`src/rtl/ram_arbiter.sv`:
```
// ram_arbiter: two-requester round-robin arbiter and sequencer for a single-port sync RAM.
// After reset it clears the RAM to zero, then grants at most one access per cycle.
// Optional build macro RAM_ARB_PERF_EN adds conflict_cnt and a_wait_max counters.
module ram_arbiter #(
    parameter int ADDR_W = 8,
    parameter int DATA_W = 64,
    parameter int DEPTH  = 256
) (
    input  logic              clk,
    input  logic              reset_n,
    input  logic              a_req,
    input  logic              a_we,
    input  logic [ADDR_W-1:0] a_addr,
    input  logic [DATA_W-1:0] a_wdata,
    output logic              a_gnt,
    output logic              a_rvalid,
    output logic [DATA_W-1:0] a_rdata,
    input  logic              b_req,
    input  logic              b_we,
    input  logic [ADDR_W-1:0] b_addr,
    input  logic [DATA_W-1:0] b_wdata,
    output logic              b_gnt,
    output logic              b_rvalid,
    output logic [DATA_W-1:0] b_rdata,
    output logic              ready,
    output logic              cen,
    output logic              wen,
    output logic [ADDR_W-1:0] s_addr,
    output logic [DATA_W-1:0] s_din,
`ifdef RAM_ARB_PERF_EN
    output logic [15:0]       conflict_cnt,
    output logic [7:0]        a_wait_max,
`endif
    input  logic [DATA_W-1:0] s_dout
);
    typedef enum logic {S_CLEAR, S_RUN} state_t;
    localparam int CNT_W = $clog2(DEPTH + 1);

    state_t            r_state, w_state_nxt;
    logic [CNT_W-1:0]  r_cnt, w_cnt_nxt;
    logic              r_rr, w_rr_nxt;
    logic              r_cen, r_wen, w_cen_nxt, w_wen_nxt;
    logic [ADDR_W-1:0] r_addr, w_addr_nxt;
    logic [DATA_W-1:0] r_din, w_din_nxt;
    logic              w_a_gnt, w_b_gnt, w_rd_vld, w_rd_own;
    logic              r_p1_vld, r_p1_own, r_p2_vld, r_p2_own;

    // State, clear counter and round-robin pointer (rr=0 favours A, rr=1 favours B)
    always_ff @(posedge clk or negedge reset_n) begin
        if (!reset_n) begin
            r_state <= S_CLEAR;
            r_cnt   <= '0;
            r_rr    <= 1'b0;
        end else begin
            r_state <= w_state_nxt;
            r_cnt   <= w_cnt_nxt;
            r_rr    <= w_rr_nxt;
        end
    end

    // Next state, grants and the next RAM command
    always_comb begin
        w_state_nxt = r_state;
        w_cnt_nxt   = r_cnt;
        w_rr_nxt    = r_rr;
        w_a_gnt     = 1'b0;
        w_b_gnt     = 1'b0;
        w_cen_nxt   = 1'b0;
        w_wen_nxt   = 1'b0;
        w_addr_nxt  = r_addr;
        w_din_nxt   = r_din;
        w_rd_vld    = 1'b0;
        w_rd_own    = 1'b0;
        if (r_state == S_CLEAR) begin
            if (r_cnt == CNT_W'(DEPTH)) begin
                w_state_nxt = S_RUN;
            end else begin
                w_cen_nxt  = 1'b1;
                w_wen_nxt  = 1'b1;
                w_addr_nxt = ADDR_W'(r_cnt);
                w_din_nxt  = '0;
                w_cnt_nxt  = r_cnt + 1'b1;
            end
        end else begin
            w_a_gnt = a_req && (!b_req || !r_rr);
            w_b_gnt = b_req && !w_a_gnt;
            if (a_req && b_req) w_rr_nxt = w_a_gnt;
            if (w_a_gnt) begin
                w_cen_nxt  = 1'b1;
                w_wen_nxt  = a_we;
                w_addr_nxt = a_addr;
                w_din_nxt  = a_wdata;
                w_rd_vld   = !a_we;
                w_rd_own   = 1'b0;
            end else if (w_b_gnt) begin
                w_cen_nxt  = 1'b1;
                w_wen_nxt  = b_we;
                w_addr_nxt = b_addr;
                w_din_nxt  = b_wdata;
                w_rd_vld   = !b_we;
                w_rd_own   = 1'b1;
            end
        end
    end

    // Registered RAM interface
    always_ff @(posedge clk or negedge reset_n) begin
        if (!reset_n) begin
            r_cen  <= 1'b0;
            r_wen  <= 1'b0;
            r_addr <= '0;
            r_din  <= '0;
        end else begin
            r_cen  <= w_cen_nxt;
            r_wen  <= w_wen_nxt;
            r_addr <= w_addr_nxt;
            r_din  <= w_din_nxt;
        end
    end

    // Two-stage read tag pipeline: stage 1 matches the RAM command, stage 2 the RAM output
    always_ff @(posedge clk or negedge reset_n) begin
        if (!reset_n) begin
            r_p1_vld <= 1'b0;
            r_p1_own <= 1'b0;
            r_p2_vld <= 1'b0;
            r_p2_own <= 1'b0;
        end else begin
            r_p1_vld <= w_rd_vld;
            r_p1_own <= w_rd_own;
            r_p2_vld <= r_p1_vld;
            r_p2_own <= r_p1_own;
        end
    end

    assign a_gnt    = w_a_gnt;
    assign b_gnt    = w_b_gnt;
    assign ready    = (r_state == S_RUN);
    assign cen      = r_cen;
    assign wen      = r_wen;
    assign s_addr   = r_addr;
    assign s_din    = r_din;
    assign a_rvalid = r_p2_vld && !r_p2_own;
    assign b_rvalid = r_p2_vld && r_p2_own;
    assign a_rdata  = a_rvalid ? s_dout : '0;
    assign b_rdata  = b_rvalid ? s_dout : '0;

`ifdef RAM_ARB_PERF_EN
    logic [15:0] r_conflict_cnt;
    logic [7:0]  r_a_wait, r_a_wait_max, w_a_wait_nxt;

    assign w_a_wait_nxt = (a_req && !w_a_gnt) ? ((r_a_wait == 8'hFF) ? r_a_wait : r_a_wait + 8'd1) : 8'd0;

    // Saturating conflict counter and longest A starvation run
    always_ff @(posedge clk or negedge reset_n) begin
        if (!reset_n) begin
            r_conflict_cnt <= '0;
            r_a_wait       <= '0;
            r_a_wait_max   <= '0;
        end else begin
            if (r_state == S_RUN && a_req && b_req && r_conflict_cnt != 16'hFFFF)
                r_conflict_cnt <= r_conflict_cnt + 16'd1;
            r_a_wait <= w_a_wait_nxt;
            if (w_a_wait_nxt > r_a_wait_max) r_a_wait_max <= w_a_wait_nxt;
        end
    end

    assign conflict_cnt = r_conflict_cnt;
    assign a_wait_max   = r_a_wait_max;
`endif
endmodule

```
`config.mk`:
```
export PLATFORM = sky130hd
export DESIGN_NAME = ram_arbiter
export DESIGN_NICKNAME = d
export VERILOG_FILES = /design/src/rtl/ram_arbiter.sv
export SDC_FILE = /design/constraint.sdc
export NUM_CORES = 1
export LEC_CHECK = 0
export CAP_MARGIN = 20
export CORE_AREA = 8 8 159 161
export DETAILED_ROUTE_END_ITERATION = 12
export DIE_AREA = 0 0 167 169
export PLACE_DENSITY = 0.59
export SYNTH_ARGS = -nofsm -noshare
export SYNTH_HDL_FRONTEND = slang
export SYNTH_SLANG_ARGS = --single-unit
```
`constraint.sdc`:
```
create_clock -name clk -period 2.41 [get_ports clk]
set_input_delay 0.241 -clock clk [delete_from_list [all_inputs] [get_ports clk]]
set_output_delay 0.241 -clock clk [all_outputs]
set_load 0.005 [all_outputs]
```
Yosys cells after proc, flatten, opt, wreduce, memory -nomap -nowiden:

Cells that the tools add are included.

* add/sub/neg operators: 1
* equality and inequality tests: 3
* muxes and demuxes: 26
* bitwise logic cells: 2
* reductions and logical operators: 15

Operators by type and width (count)
* 64-bit 2-to-1 mux: 6
* 8-bit 2-to-1 mux: 4
* 1-bit 2-to-1 mux: 16
* 9-bit by 1-bit adder with 9-bit output, second input constant: 1
* 9-bit equality test, second input constant: 1
* 1-bit logical NOT: 6
* 2-bit AND reduction: 3
* 1-bit logical AND: 5
* 3-bit by 1-bit inequality test with 1-bit output, second input constant: 1
* 2-bit inequality test, second input constant: 1
* 1-bit NOT: 2
* 1-bit logical OR: 1

* bits in registers: 89
* bits of input ports: 214
* output and inout bits: 207
* logic and storage cells: 58

Logic depth before layout (Yosys ltp):

* depth in word-level cells: 8
* gate-level depth with buffers: 7
* mapped depth without buffers: 5

Worst setup path after synthesis:

OpenSTA, ideal clock, no wires.

* kind: register to register
* start point: register r_cnt[2]
* end point: register r_addr[3], in the netlist s_addr[3]
* setup time: 125 ps
* arrival time: 1612 ps
* required time: 2285 ps
* slack: 673 ps
* cell stages (with the launch flop): 8
* buffers on the path: 3
* clock period less this slack: 1737 ps
* cell sequence: dfrtp_1 -> buf_6 -> nor4_4 -> nand4_1 -> a2bb2oi_1 -> buf_6 -> buf_6 -> mux2_4

* longest elaborated chain between the ends: 3

RTL lines
* start: declaration: RTL line 40 `logic [CNT_W-1:0] r_cnt, w_cnt_nxt;`
* start signal: assignment: RTL line 56 `r_cnt <= w_cnt_nxt;`
* 9-bit equality test: RTL line 75 `if (r_cnt == CNT_W'(DEPTH)) begin`
* 2-bit inequality test (no source line)
* 2-bit AND reduction (no source line)
* end signal: assignment: RTL line 116 `r_addr <= w_addr_nxt;`
* end: declaration: RTL line 43 `logic [ADDR_W-1:0] r_addr, w_addr_nxt;`

Every way passes these cells.
A chain may end at the register's enable or synchronous reset.

Final worst setup path:

* start point: register r_p2_own
* end point: output port b_rdata[51]

* longest elaborated chain between the ends: 2

RTL lines
* start: declaration: RTL line 46 `logic r_p1_vld, r_p1_own, r_p2_vld, r_p2_own;`
* start signal: assignment: RTL line 132 `r_p2_own <= r_p1_own;`
* 1-bit logical AND: RTL line 144 `assign b_rvalid = r_p2_vld && r_p2_own;`
* 64-bit 2-to-1 mux: RTL line 146 `assign b_rdata = b_rvalid ? s_dout : '0;`
* end: declaration: RTL line 24 `output logic [DATA_W-1:0] b_rdata,`

Every way passes these cells.

==> impl_metrics.yaml <==
route:
  firstDrtPassIters: 5
  wl_um: 24300
  via_per_inst: 4.47
  wl_per_cell_um: 20.9
  drt.antenna.violating_nets: 0
  num_vias: 5189
  drt_iter0_drc: 277
  drc_errors: 0
sta:
  timing.final.crit_share: 0.935
  rsz0062_at_grt: "no"
  skew_ns: 0.00731
  relSlewSlack: 0.625
  tightest_slew_ns: 0.563
  fin_crit_ns: 2.25
  finalSetupTns_ns: 0
  finalWorstSetupSlack_ns: 0.158
  hold_violations: 0
  drv_slew: 0
  fmaxAchievable_mhz: 444
  setup_violations: 0
global_route:
  antenna_found_initial: 2
  met3_usage: 0.0519
  grt-busiest-layer: "met2"
  grt_pass1_vias: 5319
  met2_usage: 0.285
  grt_pass1_wl_um: 35300
  grt_remaining_overflow: 0
  grt_max_degree: 66
  grt_use_total: 0.163
  met1_usage: 0.188
clock_network:
  cts_buffers: 9
  h-tree-depth: 3
  worstSkewPairLatency_ns: 0.34
  clock_path_buffers: 2
  cts_sinks: 89
  ctsRootBufferMaster: "clkbuf_16"
  cts_tree: "done"
  clkTransAtPathRegs_ns: 0.07
floorplan:
  io_pins: 421
  initial_core_util: 0.231
  rows: 56
  die_y_um: 169
  design.core.area_um2: 22900
  die_x_um: 167
  die-area_um2: 28200
synthesis:
  ys_warn_count: 0
  netlist_area_um2: 5300
  synthTopCellsByArea: "dfrtp_1 (42%), mux2_4 (18%), a22o_1 (11%), and2_1 (7.8%), and3_1 (7.7%)"
  ys_seq_area_frac: 0.420
  synth_cells: 465
  synth_largest_area_cell: "dfrtp_1"
  synth_edf_count: 0
  synth.distinct_cells: 30
  syn_avg_cell_area_um2: 11.4
  synthArstFlopShare: 1.00
  synth_flop_cell: "dfrtp_1"
  ys_ff_latch: 89
  synth_top_area_frac: 0.420
  synth_fp_nets: 681
place:
  dpl-instance-area_um2: 9850
  port_buffers: 420
  dp_hpwl_um: 19500
  dp_slack_ns: 0.208
  place.gp.congestion: 0.783
final_layout:
  seq_area_um2: 2230
  multiInputGateArea_um2: 2820
  final_cell_area_um2: 10200
  nets: 1081
  syn2layout_area_growth_pct: 92.6
  fillers: 2194
  drive_gt1_frac: 0.117
critical_path:
  critPathBufInv: 2
  cp.arrival_ns: 2.01
  reg2reg_setup_slack_ns: 0.35
  worstSetupEndpointType: "primary output"
  critPathRequiredTime_ns: 2.17
  critPathLaunchType: "flop"
  crit_type: "flop to primary output"
  crit_family: "buffers and inverters"
  slowest_stage: "clkdlybuf4s50_1"
  crit_path_cell_trace: "buf_4, and3_1, clkdlybuf4s50_1"
  cp_slowest_stage_delay_ns: 0.57
  crit_fanout: 65
power_and_ir_drop:
  p_per_area_nw_per_um2: 349
  ir_drop_uv: 293
  leakagePower_nw: 4.66
worst_hold_path:
  min_path_type: "input port to asynchronous set/reset pin"
run:
  drv_cap: 0
status:
  status: "completed"
[what timing repair did]
action | 4_1_cts | 5_1_grt
hold endpoints to repair | 15 | 0
setup endpoints to repair | 0 | 1
gates resized for setup | 0 | 1
hold buffers | 1 | 0
buffers inserted | 0 | 0
[stage by stage]
step / std cells / hold slack [ns] / utilization / power [W]
finish: 1161 / 0.301 / 0.446 / 0.00356
global route: 1161 / 0.329 / 0.446 / 0.00371
CTS: 1159 / 0.308 / 0.446 / 0.00363
detailed placement: 1143 / 0.127 / 0.430 / 0.00193
global placement: 1143 / 0.124 / 0.430 / 0.00192
floorplan: 465 / -0.0546 / - / 0.00153
[flip-flops by register name (all words and copies together) (netlist names)]
name / cells
r_p1_vld: 1
r_cnt: 9
r_p1_own: 1
r_rr: 1
r_p2_vld: 1
cen: 1
ready: 1
r_p2_own: 1
wen: 1
s_addr: 8
s_din: 64
[placed cells by master (no fill, tap or decap)]
cell	n
inv_1	12
clkdlybuf4s50_1	419
inv_6	1
nor2b_2	1
o21ai_0	2
buf_12	7
mux2_2	3
a22o_1	64
dlygate4sd3_1	1
clkbuf_16	9
diode_2	2
dfrtp_1	88
xor2_1	2
a41oi_1	1
xnor2_1	7
a21oi_4	1
and2_1	66
mux2_4	62
mux2i_1	8
bufinv_16	3
clkbuf_8	2
dfrtp_2	1
buf_4	8
nand2_1	6
nor2_1	5
nor4_4	1
and3_2	1
and3_1	64
o32a_1	1
or3_1	1
nor2b_1	2
a2bb2oi_4	1
a222oi_1	7
a221o_1	1
ha_1	2
nand3_1	5
nand4_1	3
inv_2	1
[synthesized netlist by cell type, types with 2 or more instances]
library cell / n
nand2_1: 6
and3_1: 65
mux2i_1: 8
buf_1: 5
xnor2_1: 7
inv_1: 12
nand3_1: 5
mux2_2: 3
a222oi_1: 7
o21ai_0: 2
a22o_1: 64
ha_1: 2
buf_6: 9
nor2_1: 5
nor2b_1: 3
mux2_4: 62
nand4_1: 3
xor2_1: 2
and2_1: 66
clkbuf_1: 31
dfrtp_1: 89
[layout make-up]
type                       instances  share of cell area
tap                              290              0.0355
timing repair buffer             435               0.431
multi-input combinational        317               0.276
sequential                        89               0.218
inverter                          13             0.00478
clock buffer                      11              0.0247
antenna                            2            0.000490
clock inverter                     4             0.00968
[report_power, final]
group / internal (W) / leakage [nW] / total, W / switching [W]
Clock: 0.00107 / 0.172 / 0.00166 / 0.000596
Combinational: 0.000309 / 3.28 / 0.000407 / 0.0000984
Sequential: 0.00149 / 1.21 / 0.00149 / 0
[worst reg2reg max path, delay by kind of cell, from the launching register on]
kind / cells / cell delay (ns)
AND/OR/NAND/NOR: 1 / 0.17
adder cells (fa/ha/maj): 1 / 0.23
buffers and inverters: 2 / 0.37
multiplexers: 1 / 0.36
flip-flops: 1 / 0.47
AO/OA/AOI/OAI: 1 / 0.34
[metal layers]
metal | vias up | part of all wire
met4 | 0 | 0.018
met3 | 20 | 0.073
met5 | - | 0
met1 | 2440 | 0.40
li1 | 2474 | -
met2 | 255 | 0.51
[logic make-up after synthesis]
| kind of cell | Yosys count | share of synthesized area |
|---|---|---|
| flip-flops | 89 | 0.420 |
| multiplexers | 73 | 0.197 |
| AO/OA/AOI/OAI | 78 | 0.130 |
| adder cells (fa/ha/maj) | 2 | 0.00472 |
| AND/OR/NAND/NOR | 155 | 0.179 |
| XOR/XNOR | 9 | 0.0149 |
| buffers and inverters | 59 | 0.0547 |
[final timing paths]
| check | startpoint | to | depth (start not counted) |
|---|---|---|---|
| max | r_p2_own | b_rdata[51] | 3 |
| min | reset_n | s_din[39] | 2 |
| max reg2reg | r_cnt[0] | s_din[32] | 6 |
| min reg2reg | r_p1_vld | r_p2_vld | 0 |
| max in group asynchronous | reset_n | ready | 3 |
| min in group clk | r_p1_vld | r_p2_vld | 0 |
No activity file was read; power rests on OpenSTA's default activity.
